File: config.mk
export PLATFORM = sky130hd
export DESIGN_NAME = light_sequencer
export DESIGN_NICKNAME = d
export VERILOG_FILES = /design/src/rtl/light_sequencer.sv
export SDC_FILE = /design/constraint.sdc
export NUM_CORES = 1
export LEC_CHECK = 0
export ABC_AREA = 1
export CORE_MARGIN = 8
export CORE_UTILIZATION = 30
export CTS_CLUSTER_SIZE = 24
export DETAILED_ROUTE_END_ITERATION = 10
export DONT_BUFFER_PORTS = 1
export GPL_TIMING_DRIVEN = 0
export PLACE_DENSITY_LB_ADDON = 0.08
export SYNTH_ARGS = -nofsm -noshare
export SYNTH_HDL_FRONTEND = slang
export SYNTH_SLANG_ARGS = --single-unit
File: constraint.sdc
create_clock -name clk -period 1.8 [get_ports clk]
set_input_delay 0.18 -clock clk [delete_from_list [all_inputs] [get_ports clk]]
set_output_delay 0.18 -clock clk [all_outputs]
set_load 0.02 [all_outputs]
File: src/rtl/light_sequencer.sv
// Four-phase main-road / country-road light sequencer with a one-second prescaler.
// Optional night mode (flashing yellow) is compiled in with `define LIGHT_SEQ_NIGHT_EN.
module light_sequencer #(
    parameter int unsigned TICK_DIV        = 50_000_000,
    parameter int unsigned MAIN_GREEN_S    = 30,
    parameter int unsigned COUNTRY_GREEN_S = 20,
    parameter int unsigned YELLOW_S        = 3,
    parameter int unsigned FLICKER_S       = 3
) (
    input  logic       clk,
    input  logic       rst,
    input  logic       pause,
`ifdef LIGHT_SEQ_NIGHT_EN
    input  logic       night,
`endif
    output logic [1:0] light,
    output logic       flicker,
    output logic [7:0] remain,
    output logic       tick
);

    localparam int unsigned   PW         = $clog2(TICK_DIV);
    localparam logic [PW-1:0] PRESC_LAST = PW'(TICK_DIV - 1);

    typedef enum logic [1:0] {
        S_MG,
        S_Y1,
        S_CG,
        S_Y2
    } state_t;

    state_t        state_q, state_d;
    logic [PW-1:0] presc_q, presc_d;
    logic [7:0]    remain_q, remain_d;
    logic [1:0]    light_q, light_d;
    logic          flicker_q, flicker_d;
    logic          tick_q, tick_d;

    function automatic state_t next_state(input state_t s);
        case (s)
            S_MG:    return S_Y1;
            S_Y1:    return S_CG;
            S_CG:    return S_Y2;
            default: return S_MG;
        endcase
    endfunction

    function automatic logic [7:0] duration(input state_t s);
        case (s)
            S_MG:    return 8'(MAIN_GREEN_S);
            S_CG:    return 8'(COUNTRY_GREEN_S);
            default: return 8'(YELLOW_S);
        endcase
    endfunction

    function automatic logic [1:0] light_code(input state_t s);
        case (s)
            S_MG:    return 2'b10;
            S_CG:    return 2'b00;
            default: return 2'b01;
        endcase
    endfunction

    // NOTE: every next-state signal gets a hold default first so no path leaves it unassigned (no latch).
    always_comb begin
        state_d   = state_q;
        presc_d   = presc_q;
        remain_d  = remain_q;
        tick_d    = 1'b0;
        light_d   = light_q;
        flicker_d = flicker_q;
`ifdef LIGHT_SEQ_NIGHT_EN
        if (night) begin
            state_d   = S_MG;
            presc_d   = '0;
            remain_d  = '0;
            light_d   = 2'b01;
            flicker_d = 1'b1;
        end else begin
            // remain is only ever 0 while parked in night mode: restart the main-green phase.
            if (remain_q == '0) begin
                remain_d = 8'(MAIN_GREEN_S);
            end
`else
        begin
`endif
            if (!pause) begin
                if (presc_q == PRESC_LAST) begin
                    presc_d = '0;
                    tick_d  = 1'b1;
                    if (remain_q == 8'd1) begin
                        state_d  = next_state(state_q);
                        remain_d = duration(next_state(state_q));
                    end else begin
                        remain_d = remain_q - 8'd1;
                    end
                end else begin
                    presc_d = presc_q + PW'(1);
                end
            end
            light_d   = light_code(state_d);
            flicker_d = ((state_d == S_MG) || (state_d == S_CG)) && (remain_d <= 8'(FLICKER_S));
        end
    end

    // NOTE: state registers use non-blocking assignments so all of them update together on the edge.
    always_ff @(posedge clk) begin
        if (rst) begin
            state_q   <= S_MG;
            presc_q   <= '0;
            remain_q  <= 8'(MAIN_GREEN_S);
            light_q   <= 2'b10;
            flicker_q <= 1'b0;
            tick_q    <= 1'b0;
        end else begin
            state_q   <= state_d;
            presc_q   <= presc_d;
            remain_q  <= remain_d;
            light_q   <= light_d;
            flicker_q <= flicker_d;
            tick_q    <= tick_d;
        end
    end

    assign light   = light_q;
    assign flicker = flicker_q;
    assign remain  = remain_q;
    assign tick    = tick_q;

endmodule
# Word level (Yosys, flattened, before mapping)

Cells that the tools add are included.

Register bits: 40
Bits of input ports: 3
Word-level logic and storage cells: 35

Add/sub/neg operators: 2
Order comparisons: 1
Eq/ne operators: 6
Mux-type cells: 14
Reductions and logical operators: 6

Operators by type and width:

| operator                                                               | count |
|---|---|
| 26-bit by 1-bit adder with 26-bit output (second input constant)       | 1 |
| 26-bit equality test (second input constant)                           | 1 |
| 26-bit 2-to-1 mux                                                      | 1 |
| 8-bit 2-to-1 mux                                                       | 3 |
| 2-bit 2-to-1 mux                                                       | 6 |
| 5-bit one-hot mux with 2 select lines                                  | 1 |
| 8-bit by 1-bit equality test with 1-bit output (second input constant) | 1 |
| 8-bit by 2-bit <= comparator with 1-bit output (second input constant) | 1 |
| 8-bit by 1-bit subtractor with 8-bit output (second input constant)    | 1 |
| 2-bit equality test (second input constant)                            | 3 |
| 2-bit zero test                                                        | 3 |
| 2-bit one-hot mux with 3 select lines                                  | 1 |
| 2-bit one-hot mux with 2 select lines                                  | 1 |
| 2-bit by 1-bit equality test with 1-bit output (second input constant) | 1 |
| 2-bit OR reduction                                                     | 1 |
| 1-bit logical AND                                                      | 1 |
| 1-bit logical OR                                                       | 1 |
| 1-bit 2-to-1 mux                                                       | 1 |

# Logic depth before layout (Yosys ltp)

Depth after elaboration: 12
Depth in mapped cells: 13
Mapped depth without buffers: 13

# Worst setup path after synthesis

OpenSTA, ideal clock, no wires.

Path type: register to register
Start point: register presc_q[1]
End point: register presc_q[18]
Setup time: 0.124 ns
Arrival: 1.503 ns
Required time: 1.676 ns
Path slack: 0.173 ns
Cell stages (with the launch flop): 12
Buffers on the path: 1
Period minus slack after synthesis: 1.627 ns
Cell sequence: dfxtp_1 ha_1 inv_1 nor2_4 nand3_4 nor2_4 nand2_4 nand2_4 inv_4 buf_6 o31ai_1 a21oi_1

Cells in the longest elaborated chain, start to end: 2

Ends and longest elaborated chain:

| what                                                                             | RTL line | text |
|---|---|---|
| start, declared                                                                  | 33       | `logic [PW-1:0] presc_q, presc_d;` |
| start signal, assigned                                                           | 117      | `presc_q <= presc_d;` |
| 26-bit by 1-bit adder with 26-bit output or 26-bit equality test (tied branches) | 98, 88   |  |
| 26-bit 2-to-1 mux (*)                                                            | 88       | `if (presc_q == PRESC_LAST) begin` |

Every way passes the cells marked *; elsewhere a longest branch is shown, timed or not.
A chain may end at the register's enable or synchronous reset.

# Worst setup path after layout

Start point: register presc_q[0]
End point: register presc_q[16]

Same word-level chain as after synthesis.

==> impl_metrics.json <==
{
  "n_antenna_cell": 0,
  "rsz0062_at_grt": "true",
  "syn_to_final_growth_pct": 17.6,
  "hold_viol": 0,
  "firstDrtPassIters": 4,
  "fin_util_pct": 36.6,
  "overflow": 0,
  "dieArea_um2": 11200,
  "ys.flop_type": "dfxtp_1",
  "setup_tns_ns": 0,
  "seq_area_um2": 818,
  "worstSetupPathType": "flop to flop",
  "ioPinCount": 15,
  "skew_ns": 0.00617,
  "ant_nets": 0,
  "worst_setup_path_start_kind": "flop",
  "tritoncts": "built",
  "gp_congestion": 0.791,
  "synth_common_cells": "80 x nand2_1, 55 x nor2_1, 43 x inv_1",
  "crit_slowest_cell": "dfxtp_2",
  "netlist_instances": 356,
  "status": "completed",
  "core-area_um2": 7770,
  "dp_hpwl_mm": 4.96,
  "max-cap-violations": 0,
  "yosys_warnings": 0,
  "synth_top_area_share_pct": 33.1,
  "ys_types": 36,
  "pwr_density_cell_nw_per_um2": 561,
  "initial_utilization_pct": 31.1,
  "netlist_area_um2": 2420,
  "synth_top_area_cell": "dfxtp_1",
  "worst_pin_slew_ns": 0.603,
  "multi_input_area_um2": 1480,
  "drive_above_1_share_pct": 23.8,
  "period_needed_ns": 1.71,
  "antenna_found_initial": 0,
  "drt_iter0_markers": 126,
  "hold_ws_ns": 0.0169,
  "routed_wl_mm": 6.45,
  "leakagePower_nw": 1.11,
  "setup_viol": 0,
  "drv_slew": 0,
  "die_w_um": 106,
  "slew_headroom_pct": 59.8,
  "insertion_delay_ns": 0.29,
  "synthXorXnorAreaFrac_pct": 2.17,
  "worstPathRequired_ns": 1.98,
  "syn-num-nets": 366,
  "drc": 0,
  "cts.sinks": 40,
  "portBuffers": 0,
  "grt_util_all_layers_pct": 11.7,
  "min_path_type": "input port to flop",
  "placedCellCount": 458,
  "synth_compound_area_share_pct": 7.92,
  "cpMostUsedCell": "nor2_4",
  "crit_family": "simple AND/OR/NAND/NOR gates",
  "clkTransAtPathRegs_ns": 0.08,
  "crit_buf_inv": 1,
  "fin_nets": 387,
  "synth_top_family_by_area": "simple AND/OR/NAND/NOR gates",
  "crit_arrival_ns": 1.89,
  "total_power_mw": 1.59,
  "clk_path_buf_depth": 2,
  "worst_ir_drop_vdd_mv": 0.218,
  "ys_seq_elements": 40,
  "synth_edf_count": 0,
  "fillCellCount": 870,
  "cts-root-buf": "clkbuf_8",
  "muxShareOfSynthArea_pct": 0,
  "synth.most_common_cell": "nand2_1",
  "instances_no_fill": 480,
  "synthArstFlopShare_pct": 0,
  "grt_pass1_vias": 2161,
  "r2r_slack_ns": 0.09,
  "fin_crit_sh_pct": 95.2,
  "synthAdderAreaFrac_pct": 3.62,
  "max_freq_mhz": 583,
  "yosysSeqAreaShare_pct": 33.1,
  "avgRoutedWirePerCell_um": 13.4,
  "slowest_delay_ns": 0.36,
  "grt_pass1_wl_mm": 10.7,
  "die_h_um": 106,
  "vias_per_cell": 4.64,
  "path_max_fanout": 5,
  "endpoint_kind": "flop",
  "synth-simple-area-share_pct": 44.3,
  "htree_levels": 2,
  "vias": 2227,
  "cts_made_buffers": 5,
  "rows": 32,
  "grt_max_degree": 12,
  "synth.top_cells.by_area": "dfxtp_1 33%, nand2_1 12%, nor2_1 8.5%",
  "crit_chain": "ha_4, inv_4, nor2_4, nand3_4, nor2_4, nand3_4, nor2_4, nand2_2, o21ai_2, a21oi_1",
  "syn_area_per_cell_um2": 6.79
}
[layer usage]
metal	GRT usage (%)	vias up	wire length (um)
met5	0	-	0
li1	-	1176	-
met3	2.31	5	200
met2	18.1	21	2830
met4	2.41	0	38
met1	16.3	1025	3390
[logic make-up (layout without fill, tap and decap cells)]
logic type / after synthesis / after routing
flip-flops: 40 / 40
AND/OR/NAND/NOR: 215 / 215
AO/OA/AOI/OAI: 34 / 34
XOR/XNOR: 6 / 6
buffers and inverters: 54 / 76
adder cells (fa/ha/maj): 7 / 7
[repair_timing]
item,in CTS,in global routing
resized for setup,5,31
endpoints found under the setup margin,14,15
buffers inserted,5,8
hold buffers,1,0
pin swaps,4,14
endpoints found under the hold margin,1,0
[report_power, final]
group	internal (mW)	switching, mW	total [mW]
combinational	0.0266	0.0407	0.0672
clock	0.313	0.320	0.633
sequential	0.889	0.00475	0.894
[per-stage QoR]
stage	instance area [um^2]	worst slack, ns
2_1_floorplan	2420	0.173
3_3_place_gp	2540	-0.0945
3_5_place_dp	2540	-0.0923
4_1_cts	2710	0.00781
5_1_grt	2840	-0.0358
6_report	2840	0.0861
[worst paths after layout]
kind	cells past startpoint	start	to
worst max register to register	10	presc_q[0]	presc_q[16]
worst min register to register	2	presc_q[22]	presc_q[22]
worst min-delay path	2	rst	light[1]
worst max-delay path	10	presc_q[0]	presc_q[16]
[flip-flops by register name, summed over array words and instances, names as in the netlist]
signal and count:
flicker 1, state_q 2, remain 8, tick 1, light 2, presc_q 26
[final cells by class]
class	count	area share, %
clock buffers	8	3.17
inverters	52	7.09
repair buffers	14	3.92
multi-input cells	262	52.0
flip-flops and latches	40	28.8
well taps	102	4.49
plain buffers	2	0.528
[layout by cell type (no fill, tap or decap), types with 3 or more instances in the layout]
master    instances
inv_2             7
ha_1              6
nand3_2           6
clkbuf_8          6
buf_4            12
nand3_1          23
inv_1            42
nand4_1          10
nor2_1           51
nor2_2            9
o21ai_0           7
clkbuf_1          3
a21oi_1          15
o21ai_1           4
nor3_1            8
nor2_4           12
dfxtp_1          26
xor2_1            5
nand2_1          77
dfxtp_2          14
nand2_2           8
No activity file was read; power rests on OpenSTA's default activity.
